[config.mk]
export PLATFORM = sky130hd
export DESIGN_NAME = coef_seq_mult
export DESIGN_NICKNAME = d
export VERILOG_FILES = /design/src/rtl/coef_seq_mult.sv
export SDC_FILE = /design/constraint.sdc
export NUM_CORES = 1
export LEC_CHECK = 0
export CAP_MARGIN = 20
export CORE_MARGIN = 3
export CORE_UTILIZATION = 56
export DETAILED_ROUTE_END_ITERATION = 10
export HOLD_SLACK_MARGIN = 0.08
export PLACE_DENSITY = 0.81
export SKIP_CTS_REPAIR_TIMING = 1
export SLEW_MARGIN = 20
export SYNTH_ARGS = -nofsm -noshare
export SYNTH_HDL_FRONTEND = slang
export SYNTH_SLANG_ARGS = --single-unit
[constraint.sdc]
create_clock -name clk -period 7.7 [get_ports clk]
set_clock_uncertainty 0.05 [all_clocks]
set_input_delay 2.31 -clock clk [delete_from_list [all_inputs] [get_ports clk]]
set_output_delay 2.31 -clock clk [all_outputs]
set_load 0.005 [all_outputs]
[src/rtl/coef_seq_mult.sv]
// coef_seq_mult: sequential constant multiplier.
// Takes one unsigned operand per transaction and emits operand*C[k] for
// k = 0..N_COEF-1 on consecutive beats. Each product is built by shift-add.
// A new operand can be accepted on the last beat, so there is no bubble.
module coef_seq_mult #(
  parameter int          DW     = 8,
  parameter int          N_COEF = 4,
  parameter logic [3:0]  C0     = 4'd1,
  parameter logic [3:0]  C1     = 4'd3,
  parameter logic [3:0]  C2     = 4'd7,
  parameter logic [3:0]  C3     = 4'd8,
  localparam int         OW     = DW + 4
) (
  input  logic          clk,
  input  logic          rst,
  input  logic [DW-1:0] d,
  input  logic          d_valid,
  output logic          input_grant,
  input  logic          hold,
  output logic [OW-1:0] out,
  output logic          out_valid,
  output logic [1:0]    out_idx,
  output logic          out_last
);

  typedef enum logic {
    IDLE = 1'b0,
    RUN  = 1'b1
  } state_t;

  localparam logic [1:0] LAST_IDX = 2'(N_COEF - 1);

  state_t        state_q, state_d;
  logic [DW-1:0] data_q,  data_d;
  logic [1:0]    idx_q,   idx_d;
  logic [3:0]    coef;
  logic          last_beat;

  // Sum of (x << b) over the set bits b of the 4-bit coefficient c.
  // The 4 extra output bits cover 15 * (2^DW - 1), so the sum never wraps.
  function automatic logic [OW-1:0] shift_add(input logic [DW-1:0] x,
                                              input logic [3:0]    c);
    logic [OW-1:0] acc;
    acc = '0;
    for (int b = 0; b < 4; b++) begin
      if (c[b]) acc = acc + ({4'b0000, x} << b);
    end
    return acc;
  endfunction

  // Coefficient for the beat currently on the output.
  always_comb begin
    coef = C0;
    case (idx_q)
      2'd0:    coef = C0;
      2'd1:    coef = C1;
      2'd2:    coef = C2;
      default: coef = C3;
    endcase
  end

  assign last_beat = (state_q == RUN) && (idx_q == LAST_IDX);

  // State, operand and beat index registers; reset aborts any transaction.
  always_ff @(posedge clk or negedge rst) begin
    if (!rst) begin
      state_q <= IDLE;
      data_q  <= '0;
      idx_q   <= 2'd0;
    end else begin
      state_q <= state_d;
      data_q  <= data_d;
      idx_q   <= idx_d;
    end
  end

  // Next-state: accept in IDLE or on an unstalled last beat, else step idx.
  always_comb begin
    state_d = state_q;
    data_d  = data_q;
    idx_d   = idx_q;
    case (state_q)
      IDLE: begin
        if (d_valid) begin
          data_d  = d;
          idx_d   = 2'd0;
          state_d = RUN;
        end
      end
      RUN: begin
        if (!hold) begin
          if (!last_beat) begin
            idx_d = idx_q + 2'd1;
          end else if (d_valid) begin
            data_d = d;
            idx_d  = 2'd0;
          end else begin
            idx_d   = 2'd0;
            state_d = IDLE;
          end
        end
      end
      default: state_d = IDLE;
    endcase
  end

  // Outputs depend only on registers, plus hold for the grant.
  always_comb begin
    input_grant = (state_q == IDLE) || (last_beat && !hold);
    out_valid   = (state_q == RUN);
    out_last    = last_beat;
    out_idx     = (state_q == RUN) ? idx_q : 2'd0;
    out         = (state_q == RUN) ? shift_add(data_q, coef) : '0;
  end

endmodule

==> results of run 1 <==
==> worst min-delay path: cells and delay by family (launching register included) <==
family             cells  cell delay (ps)
AOI/OAI and AO/OA      1               70
and+or+nand+nor        1               50
DFF                    1              380
==> layer usage <==
layer / GRT usage (%) / up-vias
met5: 0 / -
met4: 6.08 / 0
met3: 1.50 / 13
met2: 43.3 / 82
met1: 35.9 / 1031
li1: - / 1106
==> path summary, 6_finish.rpt <==
path / startpoint / endpoint / slack (ps) / cells after the start
max reg2reg: idx_q[1]$_DFFE_PN0P_ / data_q[6]$_DFFE_PN0P_ / 5710 / 6
min in group asynchronous: rst / data_q[3]$_DFFE_PN0P_ / 2350 / 1
max: idx_q[1]$_DFFE_PN0P_ / out[8] / 230 / 21
max in group asynchronous: rst / idx_q[1]$_DFFE_PN0P_ / 4900 / 1
min: idx_q[1]$_DFFE_PN0P_ / idx_q[1]$_DFFE_PN0P_ / 490 / 2
min reg2reg: idx_q[1]$_DFFE_PN0P_ / idx_q[1]$_DFFE_PN0P_ / 490 / 2
==> cells in the mapped netlist (2+ instances only) <==
cell / instances / area, µm²
a2111oi_0: 2 / 17.5
a211o_1: 2 / 17.5
a211oi_1: 6 / 45.0
a21o_1: 6 / 45.0
a21oi_1: 15 / 75.1
a221oi_1: 2 / 17.5
a31oi_1: 7 / 43.8
and2_1: 3 / 18.8
and3_1: 3 / 18.8
buf_6: 2 / 22.5
clkbuf_1: 9 / 33.8
dfrtp_1: 11 / 275
fa_1: 3 / 60.1
ha_1: 26 / 325
inv_1: 16 / 60.1
maj3_2: 2 / 22.5
mux2_2: 5 / 56.3
mux2i_1: 4 / 40.0
nand2_1: 24 / 90.1
nand2b_1: 6 / 37.5
nand3_1: 6 / 30.0
nor2_1: 26 / 97.6
nor2_2: 2 / 12.5
nor2b_1: 6 / 37.5
nor3_1: 3 / 15.0
nor4_1: 3 / 18.8
nor4b_1: 2 / 17.5
o211ai_1: 7 / 52.6
o21a_1: 5 / 37.5
o21ai_0: 19 / 95.1
o31ai_1: 2 / 15.0
or3_1: 5 / 31.3
or4_1: 3 / 22.5
xnor2_1: 7 / 61.3
xor2_1: 3 / 26.3
==> state kept, by name, summed over array words and instances (netlist names) <==
signal	cells
data_q	8
idx_q	2
out_valid	1
==> layout make-up <==
class | count | area, µm² | share of cell area (%)
clock inverters | 1 | 5.00 | 0.191
inverters | 16 | 60.1 | 2.29
flip-flops and latches | 11 | 277 | 10.6
clock buffers | 3 | 41.3 | 1.58
repair buffers | 42 | 390 | 14.9
multi-input cells | 239 | 1790 | 68.3
well taps | 46 | 57.6 | 2.20
==> kinds of logic (layout without fill, tap and decap cells) <==
family	count (synthesis)	in the layout	share of synthesized area (%)
adders and majority gates	32	32	19.7
buffers and inverters	29	62	6.01
xor gates and xnor gates	10	10	4.13
muxes	9	9	4.54
DFF	11	11	13.0
and+or+nand+nor	99	99	23.9
AOI/OAI and AO/OA	89	89	28.8
==> through the flow <==
stage	hold slack (ps)	std cells	cell area [µm²]	setup WS (ps)	TNS, ps
final	487	358	2620	229	0
after CTS	535	355	2520	-74.0	-86.4
after floorplan	455	279	2120	632	0
after global routing	528	358	2620	-38.1	-38.1
after detailed placement	526	351	2470	194	0
after global placement	513	351	2470	366	0
==> run_results.csv, run 1 <==
group,metric,value,unit
floorplan,io_pins,29,
drt,drt_pre_antenna_iters,5,
logic_synthesis,syn_area,2120,µm²
floorplan,die-area,4560,µm²
timing,worst_pin_slew,739,ps
logic_synthesis,syn_inst,279,
critical_path,slowest_delay,520,ps
job,cap_violations,0,
logic_synthesis,syn_avg_cell_area,7.61,µm²
logic_synthesis,syn_nets,320,
status,outcome,"finished, final reports clean",
critical_path,crit_fanout,4,
cells_and_area,fin_nets,354,
cells_and_area,layout_common_cells,"clkdlybuf4s50_1, nand2_1, nor2_1, ha_1",
floorplan,start_util,60.7,%
placed_design,hpwl,4390,µm
drt,wl,5700,µm
drt,routed-wl-met2,2640,µm
timing,min_period_over_period,97.0,%
logic_synthesis,synth_seq_cells,11,
clocking,cts.clk_slew.worst_paths,50,ps
floorplan,die_width,67.6,µm
global_route,first_global_vias,2012,
clocking,cts.sinks,11,
placed_design,numPortBuffers,28,
clocking,cts-root-buf,"clkbuf_8",
drt,wl_met1,2640,µm
cells_and_area,area_growth,23.3,%
critical_path,cp_slowest_cell,"clkdlybuf4s50_1",
logic_synthesis,synth_edf_count,0,
timing,finalMaxSlewViolations,0,
timing,finalSetupViolations,0,
drt,vias,2232,
cells_and_area,fillers,264,
timing,relSlewSlack,50.7,%
drt,dr_wl_met3,338,µm
drt,drc,0,
cells_and_area,antenna_cells,0,
logic_synthesis,ys_types,61,
clocking,clock_latency,240,ps
clocking,cts_max_path_buffers,2,
critical_path,worstPathCellList,"ha_2, nor2_2, ha_2, fa_2, nand3_1, o31ai_2, or3_1, a31oi_2, inv_1, ha_1, a21oi_1, nand2_1, xor2_1, a221oi_2, nand2_1, ha_1, inv_1, o21a_1, or4_1, o211ai_1, clkdlybuf4s50_1",
global_route,grt_overflow,0,
drt,ant_nets,0,
timing,finalHoldViolCount,0,
timing,fin_crit,7470,ps
global_route,grt_max_degree,23,
floorplan,dieHeight,67.6,µm
critical_path,crit_buf_inv,3,
clocking,numCtsBuffers,3,
critical_path,cp-end-kind,"output port",
critical_path,critPathRequiredTime,5340,ps
critical_path,worstSetupStartpointType,"flop",
critical_path,crit_family,"adder cells",
placed_design,place_congestion,0.879,
global_route,grt_use_total,25.8,%
global_route,grt_pass1_wl,9230,µm
worst_hold_path,hold_path.class,"flop to flop",
logic_synthesis,async_flop_share,100,%
logic_synthesis,seq_area_frac_synth,13.0,%
clocking,cts_tree,"built",
logic_synthesis,yosys_warnings,0,
floorplan,rows,21,
drt,vias_per_cell,6.23,
cells_and_area,drive_above_1_share,15.4,%
drt,maxUsedRoutingLayer,"met4",
cells_and_area,finalCoreUtilization,74.9,%
drt,drt-initial-drc-count,130,
drt,wl_per_cell,15.9,µm
floorplan,core-area,3490,µm²
timing,fmaxAchievable,134,MHz
clocking,cts.htree.levels,1,
critical_path,cp.arrival,5110,ps
cells_and_area,final_common_cell,"clkdlybuf4s50_1",
logic_synthesis,yosys_most_used_dff,"dfrtp_1",
global_route,antenna_found_initial,0,
critical_path,crit_type,"flop to output port",
Power of run 1 is left out: the tool's default activity adds up to more than one toggle a clock period on the data nets, which glitch-free logic cannot reach.
==> run 2, diff against run 1 <==
--- a/config.mk
+++ b/config.mk
@@ -5,7 +5,7 @@
 export SDC_FILE = /design/constraint.sdc
 export NUM_CORES = 1
 export LEC_CHECK = 0
-export CAP_MARGIN = 20
+export CORE_ASPECT_RATIO = 1.75
 export CORE_MARGIN = 3
 export CORE_UTILIZATION = 56
 export DETAILED_ROUTE_END_ITERATION = 10
==> run 2 against run 1 <==
Net effect: die area is 0.65% higher; worst setup slack got worse by 96 ps; first-iteration DRC count is 53% lower; non-clock buffer count is 5 lower; cell count fell by 1.4%; register-to-register slack lost 40 ps; sequential share of layout area grew 0.081 points; critical path type unchanged; highest routed layer unchanged.
==> run_results.csv, run 2 (synthesis gave the netlist of run 1 again) <==
group,metric,value,unit
clocking,cts.sinks,11,
drt,drt_pre_antenna_iters,4,
clocking,cts.clk_slew.worst_paths,50,ps
floorplan,core-area,3630,µm²
critical_path,crit_top_cell,"ha_2",
clocking,cts.htree.levels,1,
global_route,gr-usage-met3,4.12,%
clocking,numCtsBuffers,3,
global_route,grtUsageMet2,49.4,%
drt,vias_per_cell,6.45,
critical_path,crit_buf_inv,2,
critical_path,cp-endpoint,"out[9]",
global_route,grt_pass1_wl,9410,µm
cells_and_area,fin_nets,349,
cells_and_area,top_register,"data_q",
critical_path,crit_fanout,6,
critical_path,crit_family,"adder cells",
clocking,cts_tree,"built",
cells_and_area,fillers,298,
global_route,antenna_found_initial,0,
floorplan,die-area,4590,µm²
critical_path,worstSetupStartpointType,"flop",
placed_design,hpwl,4680,µm
drt,ant_nets,0,
critical_path,cp.arrival,5210,ps
status,outcome,"finished, final reports clean",
cells_and_area,layout_common_cells,"clkdlybuf4s50_1, nor2_1, nand2_1",
drt,drt-initial-drc-count,61,
drt,wl_per_cell,16.9,µm
critical_path,rrSetupSlack,5670,ps
floorplan,die_width,52.5,µm
timing,fin_crit,7570,ps
critical_path,r2r-start,"idx_q[0]$_DFFE_PN0P_",
global_route,grt_overflow,0,
timing,finalHoldViolCount,0,
cells_and_area,antenna_cells,0,
critical_path,r2r_end,"data_q[6]$_DFFE_PN0P_",
floorplan,start_util,58.5,%
drt,vias,2276,
drt,drc,0,
timing,fmaxAchievable,132,MHz
timing,finalMaxSlewViolations,0,
floorplan,rows,29,
critical_path,cp_slowest_cell,"clkdlybuf4s50_1",
clocking,clock_latency,230,ps
timing,relSlewSlack,43.5,%
critical_path,ff2ff_path_depth,6,
clocking,cts_max_path_buffers,2,
floorplan,io_pins,29,
global_route,grt_use_total,26.8,%
cells_and_area,drive_above_1_share,15.3,%
global_route,grt_max_degree,23,
placed_design,place_congestion,0.901,
global_route,met1_usage,26.1,%
cells_and_area,final_common_cell,"clkdlybuf4s50_1",
cells_and_area,largest_reg_flops,8,
critical_path,critPathLaunch,"idx_q[0]$_DFFE_PN0P_",
floorplan,dieHeight,87.4,µm
critical_path,path_depth,19,
worst_hold_path,hold_path.class,"flop to flop",
job,cap_violations,0,
placed_design,numPortBuffers,28,
critical_path,slowest_delay,540,ps
critical_path,cp-end-kind,"output port",
global_route,grt_busiest_layer,"met2",
clocking,cts-root-buf,"clkbuf_8",
timing,final.setup.tns,0,ps
global_route,first_global_vias,2168,
timing,finalSetupViolations,0,
timing,min_period_over_period,98.3,%
cells_and_area,area_growth,22.4,%
critical_path,critPathRequiredTime,5340,ps
critical_path,crit_type,"flop to output port",
critical_path,worstPathCellList,"ha_2, nor2_1, ha_2, fa_2, nand3_1, o31ai_2, buf_4, or4_4, a32o_2, ha_2, a21o_1, nor2_2, xor2_1, a21oi_1, ha_1, a21o_1, o21a_1, o32ai_1, clkdlybuf4s50_1",
drt,wl,5950,µm
timing,worst_pin_slew,848,ps
[run 2: cell count changes in the layout (fill, tap and decap cells not counted), sizes merged]
| cell | previous run | this run |
|---|---|---|
| buf | 14 | 9 |
| clkbuf | 3 | 4 |
| clkinv | 1 | 0 |
[run 2: how the worst min path moves through the flow]
stage	start	endpoint	slack (ps)	cells after the start
after CTS	idx_q[0]$_DFFE_PN0P_	idx_q[0]$_DFFE_PN0P_	510	1
after global routing	idx_q[0]$_DFFE_PN0P_	idx_q[0]$_DFFE_PN0P_	550	1
after detailed placement	idx_q[0]$_DFFE_PN0P_	idx_q[0]$_DFFE_PN0P_	500	1
final	idx_q[1]$_DFFE_PN0P_	idx_q[1]$_DFFE_PN0P_	520	2
after floorplan	idx_q[0]$_DFFE_PN0P_	idx_q[0]$_DFFE_PN0P_	450	1
after global placement	idx_q[0]$_DFFE_PN0P_	idx_q[0]$_DFFE_PN0P_	480	1
[run 2: metrics by stage]
step | hold slack, ps | utilization, % | area (µm²) | worst slack, ps | cells
3_5_place_dp | 498 | 67.2 | 2440 | 184 | 346
4_1_cts | 508 | 68.4 | 2480 | -67.1 | 350
5_1_grt | 546 | 71.6 | 2600 | -77.5 | 353
2_1_floorplan | 455 | - | 2120 | 632 | 279
3_3_place_gp | 484 | 67.2 | 2440 | 293 | 346
6_report | 524 | 71.6 | 2600 | 133 | 353
[run 2: routing by layer]
layer / routed length, µm / share of wire [%]
met4: 261 / 4.4
met2: 3310 / 56
met5: 0 / 0
met1: 2150 / 36
met3: 227 / 3.8
[run 2: worst min-delay path: stages, from the launching register on]
cell	delay (ps)
dfrtp_2	420
nand2_1	60
o21ai_0	60
[run 2: cell type report]
| cell class | instances | area, µm² | area share (%) |
|---|---|---|---|
| multi-input combinational | 239 | 1810 | 69.5 |
| timing repair buffer | 37 | 353 | 13.6 |
| tap | 46 | 57.6 | 2.22 |
| clock buffer | 4 | 45.0 | 1.73 |
| inverter | 16 | 60.1 | 2.31 |
| sequential | 11 | 277 | 10.6 |
Power of run 2 is left out for the same reason.
